`src/rtl/proc_mem_arbiter_if.sv`:
```
// Request/response bus bundle shared by the fetch, data and memory ports.
// master drives req_*/resp_rdy; slave drives req_rdy/resp_val/resp_data.
interface proc_mem_arbiter_if #(
    parameter int p_data_bits = 32
);
    logic                   req_val;
    logic                   req_rdy;
    logic                   req_op;
    logic [p_data_bits-1:0] req_addr;
    logic [p_data_bits-1:0] req_wdata;
    logic                   resp_val;
    logic                   resp_rdy;
    logic [p_data_bits-1:0] resp_data;

    modport master (
        output req_val, req_op, req_addr, req_wdata, resp_rdy,
        input  req_rdy, resp_val, resp_data
    );

    modport slave (
        input  req_val, req_op, req_addr, req_wdata, resp_rdy,
        output req_rdy, resp_val, resp_data
    );
endinterface

```
`src/rtl/proc_mem_arbiter.sv`:
```
// Round-robin arbiter sharing one memory port between fetch and data.
// Ports: clk, rst (async high), imem/dmem slave buses, mem master bus,
// inflight_count = number of outstanding memory requests.
module proc_mem_arbiter #(
    parameter int p_num_inflight = 4,
    parameter int p_data_bits    = 32,
    localparam int CW = $clog2(p_num_inflight) + 1,
    localparam int PW = $clog2(p_num_inflight)
) (
    input  logic                       clk,
    input  logic                       rst,
    proc_mem_arbiter_if.slave          imem,
    proc_mem_arbiter_if.slave          dmem,
    proc_mem_arbiter_if.master         mem,
    output logic [CW-1:0]              inflight_count
);
    logic                      prio_q, prio_d;
    logic [PW-1:0]             wr_ptr_q, wr_ptr_d;
    logic [PW-1:0]             rd_ptr_q, rd_ptr_d;
    logic [CW-1:0]             count_q, count_d;
    logic [p_num_inflight-1:0] tags_q, tags_d;

    logic full, empty, gnt_dmem, push, pop, owner;

    // Fetch is always a read; its op/wdata fields are deliberately ignored.
    logic unused_imem;
    assign unused_imem = ^{imem.req_op, imem.req_wdata};

    always_comb begin
        full  = (count_q == CW'(p_num_inflight));
        empty = (count_q == '0);

        // dmem wins when it is the only requester or holds priority.
        gnt_dmem = dmem.req_val & (!imem.req_val | prio_q);

        mem.req_val   = !rst & !full &
                        (gnt_dmem ? dmem.req_val : imem.req_val);
        mem.req_op    = gnt_dmem ? dmem.req_op    : 1'b0;
        mem.req_addr  = gnt_dmem ? dmem.req_addr  : imem.req_addr;
        mem.req_wdata = gnt_dmem ? dmem.req_wdata : '0;

        imem.req_rdy = !rst & !full & !gnt_dmem & mem.req_rdy;
        dmem.req_rdy = !rst & !full &  gnt_dmem & mem.req_rdy;

        push = mem.req_val & mem.req_rdy;

        owner          = tags_q[rd_ptr_q];
        imem.resp_val  = !rst & !empty & !owner & mem.resp_val;
        dmem.resp_val  = !rst & !empty &  owner & mem.resp_val;
        mem.resp_rdy   = !rst & !empty &
                         (owner ? dmem.resp_rdy : imem.resp_rdy);
        imem.resp_data = mem.resp_data;
        dmem.resp_data = mem.resp_data;

        pop = mem.resp_val & mem.resp_rdy;

        tags_d = tags_q;
        if (push) tags_d[wr_ptr_q] = gnt_dmem;
        prio_d   = push ? !gnt_dmem : prio_q;
        wr_ptr_d = wr_ptr_q + PW'(push);
        rd_ptr_d = rd_ptr_q + PW'(pop);
        count_d  = count_q + CW'(push) - CW'(pop);

        inflight_count = count_q;
    end

    always_ff @(posedge clk or posedge rst) begin
        if (rst) begin
            prio_q   <= 1'b0;
            wr_ptr_q <= '0;
            rd_ptr_q <= '0;
            count_q  <= '0;
            tags_q   <= '0;
        end else begin
            prio_q   <= prio_d;
            wr_ptr_q <= wr_ptr_d;
            rd_ptr_q <= rd_ptr_d;
            count_q  <= count_d;
            tags_q   <= tags_d;
        end
    end
endmodule

```
`src/flat_wrapper.sv`:
```
// flat-port wrapper written by rule: the top's interface ports become plain ports
module proc_mem_arbiter_flat 
#(
    parameter int p_num_inflight = 4,
    parameter int p_data_bits    = 32,
    localparam int CW = $clog2(p_num_inflight) + 1,
    localparam int PW = $clog2(p_num_inflight)
)
  (clk, rst, inflight_count, imem_req_val, imem_req_op, imem_req_addr, imem_req_wdata, imem_resp_rdy, imem_req_rdy, imem_resp_val, imem_resp_data, dmem_req_val, dmem_req_op, dmem_req_addr, dmem_req_wdata, dmem_resp_rdy, dmem_req_rdy, dmem_resp_val, dmem_resp_data, mem_req_val, mem_req_op, mem_req_addr, mem_req_wdata, mem_resp_rdy, mem_req_rdy, mem_resp_val, mem_resp_data);
  proc_mem_arbiter_if #(.p_data_bits(p_data_bits)) imem_i ();
  proc_mem_arbiter_if #(.p_data_bits(p_data_bits)) dmem_i ();
  proc_mem_arbiter_if #(.p_data_bits(p_data_bits)) mem_i ();
  input  logic clk;
  input  logic rst;
  output logic [CW-1:0] inflight_count;
  input wire logic [$bits(imem_i.req_val)-1:0] imem_req_val;
  input wire logic [$bits(imem_i.req_op)-1:0] imem_req_op;
  input wire logic [$bits(imem_i.req_addr)-1:0] imem_req_addr;
  input wire logic [$bits(imem_i.req_wdata)-1:0] imem_req_wdata;
  input wire logic [$bits(imem_i.resp_rdy)-1:0] imem_resp_rdy;
  output wire logic [$bits(imem_i.req_rdy)-1:0] imem_req_rdy;
  output wire logic [$bits(imem_i.resp_val)-1:0] imem_resp_val;
  output wire logic [$bits(imem_i.resp_data)-1:0] imem_resp_data;
  input wire logic [$bits(dmem_i.req_val)-1:0] dmem_req_val;
  input wire logic [$bits(dmem_i.req_op)-1:0] dmem_req_op;
  input wire logic [$bits(dmem_i.req_addr)-1:0] dmem_req_addr;
  input wire logic [$bits(dmem_i.req_wdata)-1:0] dmem_req_wdata;
  input wire logic [$bits(dmem_i.resp_rdy)-1:0] dmem_resp_rdy;
  output wire logic [$bits(dmem_i.req_rdy)-1:0] dmem_req_rdy;
  output wire logic [$bits(dmem_i.resp_val)-1:0] dmem_resp_val;
  output wire logic [$bits(dmem_i.resp_data)-1:0] dmem_resp_data;
  output wire logic [$bits(mem_i.req_val)-1:0] mem_req_val;
  output wire logic [$bits(mem_i.req_op)-1:0] mem_req_op;
  output wire logic [$bits(mem_i.req_addr)-1:0] mem_req_addr;
  output wire logic [$bits(mem_i.req_wdata)-1:0] mem_req_wdata;
  output wire logic [$bits(mem_i.resp_rdy)-1:0] mem_resp_rdy;
  input wire logic [$bits(mem_i.req_rdy)-1:0] mem_req_rdy;
  input wire logic [$bits(mem_i.resp_val)-1:0] mem_resp_val;
  input wire logic [$bits(mem_i.resp_data)-1:0] mem_resp_data;
  assign imem_i.req_val = imem_req_val;
  assign imem_i.req_op = imem_req_op;
  assign imem_i.req_addr = imem_req_addr;
  assign imem_i.req_wdata = imem_req_wdata;
  assign imem_i.resp_rdy = imem_resp_rdy;
  assign imem_req_rdy = imem_i.req_rdy;
  assign imem_resp_val = imem_i.resp_val;
  assign imem_resp_data = imem_i.resp_data;
  assign dmem_i.req_val = dmem_req_val;
  assign dmem_i.req_op = dmem_req_op;
  assign dmem_i.req_addr = dmem_req_addr;
  assign dmem_i.req_wdata = dmem_req_wdata;
  assign dmem_i.resp_rdy = dmem_resp_rdy;
  assign dmem_req_rdy = dmem_i.req_rdy;
  assign dmem_resp_val = dmem_i.resp_val;
  assign dmem_resp_data = dmem_i.resp_data;
  assign mem_req_val = mem_i.req_val;
  assign mem_req_op = mem_i.req_op;
  assign mem_req_addr = mem_i.req_addr;
  assign mem_req_wdata = mem_i.req_wdata;
  assign mem_resp_rdy = mem_i.resp_rdy;
  assign mem_i.req_rdy = mem_req_rdy;
  assign mem_i.resp_val = mem_resp_val;
  assign mem_i.resp_data = mem_resp_data;
  proc_mem_arbiter #(.p_num_inflight(p_num_inflight), .p_data_bits(p_data_bits)) u_core (.clk(clk), .rst(rst), .imem(imem_i), .dmem(dmem_i), .mem(mem_i), .inflight_count(inflight_count));
endmodule
```
`config.mk`:
```
export PLATFORM = sky130hd
export DESIGN_NAME = proc_mem_arbiter_flat
export DESIGN_NICKNAME = d
export VERILOG_FILES = /design/src/rtl/proc_mem_arbiter_if.sv /design/src/rtl/proc_mem_arbiter.sv /design/src/flat_wrapper.sv
export SDC_FILE = /design/constraint.sdc
export NUM_CORES = 1
export LEC_CHECK = 0
export ABC_CLOCK_PERIOD_IN_PS = 6400
export BUFFER_PORTS_ARGS = -buffer_cell sky130_fd_sc_hd__buf_2
export CORE_AREA = 2 2 120 122
export CTS_BUF_LIST = sky130_fd_sc_hd__clkbuf_4
export CTS_CLUSTER_SIZE = 40
export DETAILED_ROUTE_END_ITERATION = 10
export DIE_AREA = 0 0 122 124
export HOLD_SLACK_MARGIN = 0.05
export PLACE_DENSITY_LB_ADDON = 0.15
export REMOVE_ABC_BUFFERS = 1
export SYNTH_ARGS = -nofsm -noshare
export SYNTH_HDL_FRONTEND = slang
export SYNTH_SLANG_ARGS = --single-unit
```
`constraint.sdc`:
```
create_clock -name clk -period 6.4 [get_ports clk]
set_input_delay 0.64 -clock clk [delete_from_list [all_inputs] [get_ports clk]]
set_output_delay 0.64 -clock clk [all_outputs]
set_load 0.01 [all_outputs]
```
==> impl_metrics.ini, run 1 <==
[cts]
clock-root-buffer = clkbuf_4
cts.path.max_buffers = 2
clkLatencyLatePin_ns = 0.27
cts_sinks = 12
post_cts_buffers = 0
cts_tree = done
numCtsBuffers = 3
cts_resized = 0
cts.clk_slew.worst_paths_ns = 0.08
htree_levels = 1
holdBufCountCts = 0

[die]
die_x_um = 122
rows = 43
start_util_pct = 13.1
die_y_um = 124
die_area_um2 = 15100
core_um2 = 13700
ios = 308

[cells_and_area]
layout.nets = 546
final_area_um2 = 2400
n_antenna_cell = 0
fillers = 1619
syn_to_final_growth_pct = 34.1
drive_gt1_share_pct = 50.5

[logic_synthesis]
synthTopCellsByCount = nand2_1, buf_4, and3_1, dfrtp_1, clkbuf_1
ys.warnings.count = 0
synthMuxAreaShare_pct = 5.66
synth_most_common_cell = nand2_1
yosys.area_share.simple_pct = 40.9
ys_ff_latch = 12
synth_cell_type_count = 27
yosys.area.top_type = buf_4
syn_inst = 267
syn_area_per_cell_um2 = 6.71
synth_top_family_by_area = simple AND/OR/NAND/NOR gates
synth_ff_type = dfrtp_1
ys_seq_area_share_pct = 16.8
synth_xor_area_share_pct = 2.93
async_reset_ff_share_pct = 100
syn-cell-area_um2 = 1790
synth_compound_area_share_pct = 0.489
synth_area_leaders = buf_4, nand2_1, dfrtp_1
synth_fa_ha_area_share_pct = 2.51
yosysTopAreaCellShare_pct = 26.8
synth_edf_count = 0

[route]
wl_per_cell_um = 25.6
vias = 2257
first_iter_violations = 106
vias_per_cell = 4.09
drt-total-wl_mm = 14.1
drc = 0
firstDrtPassIters = 4
ant_nets = 0

[power]
p_leak_nw = 1.54
power_density_nw_per_um2 = 240
ir_drop_v = 0.000159

[sta]
period_needed_ns = 3.60
finalCritPeriodShare_pct = 56.2
relSlewSlack_pct = 24.0
setup_viol = 0
worstMarginPinSlew_ns = 1.14
setup_slack_ns = 2.80
hold_violations = 0
drv_slew = 0
max_freq_mhz = 278
tns_ns = 0
rsz0062_at_grt = false
skew_ns = 0.00357

[placed_design]
dp_hpwl_mm = 12.7
placed_cell_area_um2 = 2380
gp_congestion = 0.813
pre_cts_slack_ns = 2.75
io_buffers = 178

[setup_path]
worst_path_max_delay_cell = nand2_1
critPathLaunchType = input pin
r2r_cells = 9
worst_path_most_repeated_cell = nand2_1
cp.arrival_ns = 2.96
cp.required_ns = 5.76
r2r_slack_ns = 3.95
critical_path.max_stage_delay_ns = 0.93
cp_max_fo = 36
crit_chain = buf_2 > nand2b_1 > nand2_1 > nand2_1 > nand2_1 > buf_2
endpoint_kind = output port
crit_type = input pin to output port

[grt]
use_met3_pct = 12.1
grt_pass1_vias = 2025
grt_max_degree = 38
grt_use_met1_pct = 15.8
antenna_found_initial = 0
use_met2_pct = 31.0
grt_pass1_wl_mm = 17.1
grt_most_used_layer = met2
grt_overflow = 0
grt_use_total_pct = 17.2

[worst_hold_path]
min_path_type = input pin to asynchronous set/reset pin

[flow_run]
drv_cap = 0

[outcome]
status = complete, no violations
[per-stage QoR]
step / utilization (%) / std cells / hold WS [ns] / total power, mW
floorplan: - / 189 / 0.448 / 0.366
global placement: 17.3 / 548 / 0.466 / 0.534
detailed placement: 17.3 / 548 / 0.467 / 0.535
CTS: 17.5 / 552 / 0.463 / 0.588
global route: 17.5 / 552 / 0.482 / 0.634
finish: 17.5 / 552 / 0.451 / 0.577
[cells by family (layout without fill, tap and decap cells)]
kind of cell / count (synthesis) / in the layout
DFF: 12 / 12
AOI/OAI and AO/OA: 1 / 1
muxes: 8 / 8
and+or+nand+nor: 156 / 156
adders and majority gates: 3 / 3
xor gates and xnor gates: 6 / 6
buffers and inverters: 81 / 186
[critical path: cells and delay by family]
family                 cells  cell delay, ns
and+or+nand+nor            4            2.05
buffers and inverters      2            0.25
[path summary, 6_finish.rpt]
path,start,to
min in group clk,u_core.prio_q,u_core.prio_q
max in group asynchronous,rst,u_core.inflight_count[0]
worst min register to register,u_core.prio_q,u_core.prio_q
worst min-delay path,rst,u_core.wr_ptr_q[0]
worst max register to register,u_core.rd_ptr_q[0],u_core.inflight_count[2]
worst max-delay path,imem_req_val,mem_req_addr[21]
[routing by layer]
metal  share of wire, %  up-vias
li1                   -      994
met5               0.45        -
met1                 32     1010
met3                 18       16
met2                 48      235
met4                2.5        2
[final cells by class]
class	count	area [µm²]	share of cell area (%)
timing repair buffer	179	898	37.4
clock inverter	1	3.75	0.156
tap	180	225	9.38
inverter	3	11.3	0.469
clock buffer	3	22.5	0.938
multi-input combinational	174	941	39.2
sequential	12	300	12.5
[power breakdown]
part	internal [mW]	switching (mW)
Combinational	0.169	0.205
Clock	0.0225	0.0259
Sequential	0.115	0.0403
Total	0.306	0.271
[registers in the layout (all words and copies together) (netlist names)]
| name | flops |
|---|---|
| u_core.inflight_count | 3 |
| u_core.prio_q | 1 |
| u_core.rd_ptr_q | 2 |
| u_core.tags_q | 4 |
| u_core.wr_ptr_q | 2 |
[placed cells by master (no fill, tap or decap), types with 2 or more instances in the layout]
cell type	synthesis	layout
and3_1	34	34
buf_2	5	178
clkbuf_4	0	3
dfrtp_1	12	12
ha_1	2	2
inv_1	3	3
mux2_1	4	4
mux2i_1	2	2
nand2_1	101	101
nand3_1	2	2
nand3b_1	2	2
nor2_1	7	7
nor3_1	2	2
nor3b_2	2	2
xnor2_1	2	2
xor2_1	4	4
No activity file was read; power rests on OpenSTA's default activity.
==> run 2, diff against run 1 <==
--- a/config.mk
+++ b/config.mk
@@ -5,13 +5,13 @@
 export SDC_FILE = /design/constraint.sdc
 export NUM_CORES = 1
 export LEC_CHECK = 0
-export ABC_CLOCK_PERIOD_IN_PS = 6400
+export ABC_CLOCK_PERIOD_IN_PS = 3150
 export BUFFER_PORTS_ARGS = -buffer_cell sky130_fd_sc_hd__buf_2
-export CORE_AREA = 2 2 120 122
+export CORE_AREA = 2 2 118 120
 export CTS_BUF_LIST = sky130_fd_sc_hd__clkbuf_4
 export CTS_CLUSTER_SIZE = 40
 export DETAILED_ROUTE_END_ITERATION = 10
-export DIE_AREA = 0 0 122 124
+export DIE_AREA = 0 0 120 122
 export HOLD_SLACK_MARGIN = 0.05
 export PLACE_DENSITY_LB_ADDON = 0.15
 export REMOVE_ABC_BUFFERS = 1
==> constraint.sdc (replaced) <==
create_clock -name clk -period 3.15 [get_ports clk]
set_input_delay 0.315 -clock clk [delete_from_list [all_inputs] [get_ports clk]]
set_output_delay 0.315 -clock clk [all_outputs]
set_load 0.01 [all_outputs]
==> impl_metrics.ini, run 2 (same netlist as run 1, synthesis figures left out) <==
[cts]
clkLatencyLatePin_ns = 0.27
post_cts_buffers = 0
cts.clk_slew.worst_paths_ns = 0.08
htree_levels = 1
holdBufCountCts = 0
clock-root-buffer = clkbuf_4
cts_tree = done
numCtsBuffers = 3
cts_sinks = 12
cts.path.max_buffers = 2
cts_resized = 0

[power]
p_leak_nw = 1.55
p_sw_mw = 0.552
seqPwrFrac_pct = 26.8
ir_drop_v = 0.000242
internal_power_mw = 0.628
combPwrFrac_pct = 65.1
power_frac_clock_pct = 8.1
swShare_pct = 46.8
power_density_nw_per_um2 = 488

[setup_path]
reg2reg_from = u_core.rd_ptr_q[0]
critPathLaunchType = register
r2r_cells = 9
cp_max_fo = 33
cp.required_ns = 2.83
cp.arrival_ns = 2.12
r2r_slack_ns = 0.73
r2r_end = u_core.inflight_count[2]
endpoint_kind = output port
crit_start = u_core.prio_q
crit_type = register to output port

[die]
die_x_um = 120
start_util_pct = 13.3
rows = 43
die_y_um = 122
ios = 308
die_area_um2 = 14600
core_um2 = 13500

[route]
drt-total-wl_mm = 14.0
first_iter_violations = 110
vias = 2206
drc = 0
ant_nets = 0
vias_per_cell = 3.98
wl_per_cell_um = 25.2
firstDrtPassIters = 4

[sta]
relSlewSlack_pct = 64.8
period_needed_ns = 2.43
drv_slew = 0
skew_ns = 0.0137
setup_viol = 0
setup_slack_ns = 0.715
tns_ns = 0
finalCritPeriodShare_pct = 77.3
max_freq_mhz = 411
hold_violations = 0
worstMarginPinSlew_ns = 0.527
rsz0062_at_grt = false

[placed_design]
dp.cells = 551
gp_congestion = 0.877
pre_cts_slack_ns = 0.703
io_buffers = 178
placed_cell_area_um2 = 2400
dp_hpwl_mm = 12.5

[cells_and_area]
final-instance-count-excl-fill = 554
final_area_um2 = 2420
final_common_cell = buf_2
fillers = 1603
regMostFlops = u_core.tags_q
mostFrequentLayoutCells = buf_2, nand2_1, and3_1
layout.nets = 549
syn_to_final_growth_pct = 35.1
n_antenna_cell = 0
drive_gt1_share_pct = 51.1
largest_reg_flops = 4

[worst_hold_path]
min_path_type = input pin to asynchronous set/reset pin

[grt]
grt_pass1_vias = 2097
grt_use_met1_pct = 17.4
grt_most_used_layer = met2
use_met3_pct = 14.4
antenna_found_initial = 0
grt_use_total_pct = 18.2
use_met2_pct = 30.5
grt_pass1_wl_mm = 17.8
grt_overflow = 0
grt_max_degree = 37

[flow_run]
drv_cap = 0

[outcome]
status = complete, no violations
## run 2: per-stage QoR
step | hold slack (ns) | util (%) | total power, mW
final | 0.124 | 17.9 | 1.18
after floorplan | 0.188 | - | 0.743
after global routing | 0.179 | 17.9 | 1.30
after CTS | 0.145 | 17.9 | 1.19
after global placement | 0.447 | 17.8 | 1.09
after detailed placement | 0.449 | 17.8 | 1.09
## run 2: how the worst max path moves through the flow
| stage | to | slack (ns) | depth (start not counted) |
|---|---|---|---|
| after floorplan | u_core.inflight_count[2] | 0.84 | 9 |
| after global placement | u_core.inflight_count[2] | 0.68 | 9 |
| after detailed placement | u_core.inflight_count[2] | 0.70 | 9 |
| after CTS | mem_req_addr[3] | 0.68 | 7 |
| after global routing | mem_req_addr[3] | 0.46 | 7 |
| final | mem_req_addr[3] | 0.72 | 7 |
## run 2: critical path, stage by stage, from the launching register on
cell and delay, ns:
dfrtp_1 0.35, nand2b_1 0.22, buf_4 0.30, and2_1 0.24, buf_4 0.37, nand2_1 0.09
nand2_1 0.10, buf_2 0.14
## run 2: layout make-up
type | instances | area (µm²) | share of cell area [%]
clock buffers | 3 | 22.5 | 0.930
inverters | 3 | 11.3 | 0.465
multi-input cells | 174 | 941 | 38.9
flip-flops and latches | 12 | 300 | 12.4
well taps | 180 | 225 | 9.30
repair buffers | 182 | 921 | 38.0
## run 2: metal layers
layer	part of all wire (%)	vias to the layer above	wire, µm
li1	-	998	-
met1	32	956	4510
met2	47	242	6580
met3	19	8	2660
met4	1.1	2	159
met5	0.46	-	64
## run 2: power by group through the flow
stage	Combinational (mW)	Sequential (mW)	Clock, mW
6_report	0.768	0.317	0.0959
5_1_grt	0.853	0.332	0.110
4_1_cts	0.776	0.317	0.0990
3_5_place_dp	0.772	0.319	0
3_3_place_gp	0.770	0.321	0
2_1_floorplan	0.435	0.308	0
==> run 3, diff against run 2 <==
--- a/config.mk
+++ b/config.mk
@@ -5,13 +5,14 @@
 export SDC_FILE = /design/constraint.sdc
 export NUM_CORES = 1
 export LEC_CHECK = 0
-export ABC_CLOCK_PERIOD_IN_PS = 3150
+export ABC_AREA = 1
+export ABC_CLOCK_PERIOD_IN_PS = 2009
 export BUFFER_PORTS_ARGS = -buffer_cell sky130_fd_sc_hd__buf_2
-export CORE_AREA = 2 2 118 120
+export CORE_AREA = 2 2 121 123
 export CTS_BUF_LIST = sky130_fd_sc_hd__clkbuf_4
 export CTS_CLUSTER_SIZE = 40
 export DETAILED_ROUTE_END_ITERATION = 10
-export DIE_AREA = 0 0 120 122
+export DIE_AREA = 0 0 123 125
 export HOLD_SLACK_MARGIN = 0.05
 export PLACE_DENSITY_LB_ADDON = 0.15
 export REMOVE_ABC_BUFFERS = 1
==> constraint.sdc (replaced) <==
create_clock -name clk -period 2.01 [get_ports clk]
set_input_delay 0.201 -clock clk [delete_from_list [all_inputs] [get_ports clk]]
set_output_delay 0.201 -clock clk [all_outputs]
set_load 0.01 [all_outputs]
==> impl_metrics.ini, run 3 <==
[sta]
rsz0062_at_grt = true
hold_violations = 0
skew_ns = 0.00264
worstMarginPinSlew_ns = 0.628
relSlewSlack_pct = 58.1
setup_slack_ns = 0.0305
max_freq_mhz = 505
drv_slew = 0
period_needed_ns = 1.98
finalCritPeriodShare_pct = 98.5
setup_viol = 0

[logic_synthesis]
ys_seq_area_share_pct = 16.0
ys_ff_latch = 12
synth_compound_area_share_pct = 3.14
synth_xor_area_share_pct = 1.40
ys.warnings.count = 0
synth_ff_type = dfrtp_1
yosysTopAreaCellShare_pct = 25.7
yosys.area.top_type = buf_4
yosys.area_share.simple_pct = 38.7
synthMuxAreaShare_pct = 0
syn_area_per_cell_um2 = 5.71
synth_fa_ha_area_share_pct = 2.40
async_reset_ff_share_pct = 100
synthTopCellsByCount = nand2_1, buf_4, inv_1, nor2_1, dfrtp_1
synth_cell_type_count = 24
synth_area_leaders = buf_4, nand2_1, dfrtp_1
synth_top_family_by_area = simple AND/OR/NAND/NOR gates
syn_inst = 328
synth_most_common_cell = nand2_1
syn-cell-area_um2 = 1870
synth_edf_count = 0

[route]
wl_per_cell_um = 15.4
firstDrtPassIters = 6
vias = 2321
drc = 0
first_iter_violations = 88
ant_nets = 0
vias_per_cell = 3.69
drt-total-wl_mm = 9.70

[die]
die_area_um2 = 15400
ios = 308
rows = 44
core_um2 = 14200
die_x_um = 123
start_util_pct = 13.2
die_y_um = 125

[cells_and_area]
largest_reg_flops = 4
fillers = 1673
drive_gt1_share_pct = 46.8
mostFrequentLayoutCells = buf_2, nand2_1, inv_1
syn_to_final_growth_pct = 38.7
regArea_um2 = 300
multiInputGateArea_um2 = 878
final-instance-count-excl-fill = 629
layout.nets = 619
final_common_cell = buf_2
regMostFlops = u_core.tags_q

[cts]
clkLatencyLatePin_ns = 0.26
cts_tree = done
cts_sinks = 12
cts.path.max_buffers = 2
htree_levels = 1
clock-root-buffer = clkbuf_4
cts.clk_slew.worst_paths_ns = 0.07
numCtsBuffers = 3

[setup_path]
r2r_cells = 13
crit_type = input pin to register
cp_max_fo = 3
cp.required_ns = 2.17
endpoint_kind = register
reg2reg_from = u_core.rd_ptr_q[0]
critPathLaunchType = input pin
r2r_end = u_core.inflight_count[1]
cp.arrival_ns = 2.14
r2r_slack_ns = 0.04

[power]
power_density_nw_per_um2 = 754
p_leak_nw = 1.74
ir_drop_v = 0.000193
p_total_mw = 1.96

[placed_design]
dp_hpwl_mm = 8.69
pre_cts_slack_ns = 0.103
dp.cells = 623
io_buffers = 178
gp_congestion = 0.800

[worst_hold_path]
min_path_cells = 3
min_path_type = input pin to register
hp-start = mem_resp_val
min_to = u_core.rd_ptr_q[0]

[grt]
grt_pass1_wl_mm = 13.4
grt_max_degree = 51
grt_overflow = 0
grt_use_total_pct = 11.7
grt_pass1_vias = 2241
antenna_found_initial = 2

[outcome]
status = complete, no violations

[flow_run]
drv_cap = 0
-- run 3: cell types whose count changed in the layout (fill, tap and decap cells not counted), sizes merged, moves of 4 or more --
| cell | delta |
|---|---|
| buf | +4 |
| nand2 | +24 |
| mux2 | -4 |
| and3 | -34 |
| o21ai | +5 |
| inv | +48 |
| nor2 | +28 |
| nand3 | +6 |
| nand4 | +5 |
-- run 3: final cells by class --
class / count / area share, %
Multi-Input combinational cell: 191 / 33.8
Timing Repair Buffer: 187 / 37.5
Sequential cell: 12 / 11.6
Tap cell: 184 / 8.86
Inverter: 51 / 7.37
Antenna cell: 1 / 0.0963
Clock buffer: 3 / 0.867
-- run 3: metal layers --
layer,global-route usage [%],vias up,wire length [µm]
met5,5.26,-,97
li1,-,1130,-
met3,9.58,10,2020
met1,13.2,965,3600
met4,0.869,6,36
met2,17.5,210,3950
-- run 3: where the power goes --
group	switching, mW	internal (mW)	total [mW]
Combinational	0.761	0.566	1.33
Clock	0.0767	0.0692	0.146
Sequential	0.122	0.363	0.485
-- run 3: logic make-up (layout without fill, tap and decap cells) --
group,Yosys count,in the layout
xor gates and xnor gates,3,3
and+or+nand+nor,177,177
AOI/OAI and AO/OA,8,8
adders and majority gates,3,3
DFF,12,12
buffers and inverters,125,241
other,0,1
-- run 3: worst max path at each step --
stage,startpoint,to,slack (ns),cells after the start
after global routing,u_core.rd_ptr_q[0],u_core.inflight_count[1],-0.08,13
after detailed placement,u_core.rd_ptr_q[0],u_core.inflight_count[1],0.10,13
after CTS,rst,u_core.inflight_count[1],0.05,11
after floorplan,u_core.prio_q,imem_req_rdy,-0.75,3
final,rst,u_core.inflight_count[1],0.03,11
after global placement,u_core.rd_ptr_q[0],u_core.inflight_count[2],0.12,13
-- run 3: metrics by stage --
step	TNS, ns	hold slack (ns)	util (%)	area (µm²)
2_1_floorplan	-28.73	0.0823	-	1350
3_3_place_gp	0	0.289	17.9	2540
3_5_place_dp	0	0.297	17.9	2540
4_1_cts	0	0.235	18.1	2570
5_1_grt	-0.0928	0.256	18.3	2600
6_report	0	0.242	18.3	2600
-- run 3: critical path, stage by stage --
cell           delay, ns
dlygate4sd3_1       0.53
buf_2               0.15
a21oi_4             0.15
nand3_2             0.11
nand2_4             0.08
nand3b_1            0.09
nand2_1             0.08
ha_2                0.17
inv_2               0.04
fa_2                0.51
inv_1               0.04
-- run 3: repair_timing --
action                     CTS  global route
hold endpoints to repair    12             0
setup buffers                0             1
gates resized for setup      0             6
setup endpoints to repair    0             2
hold buffers                 1             0
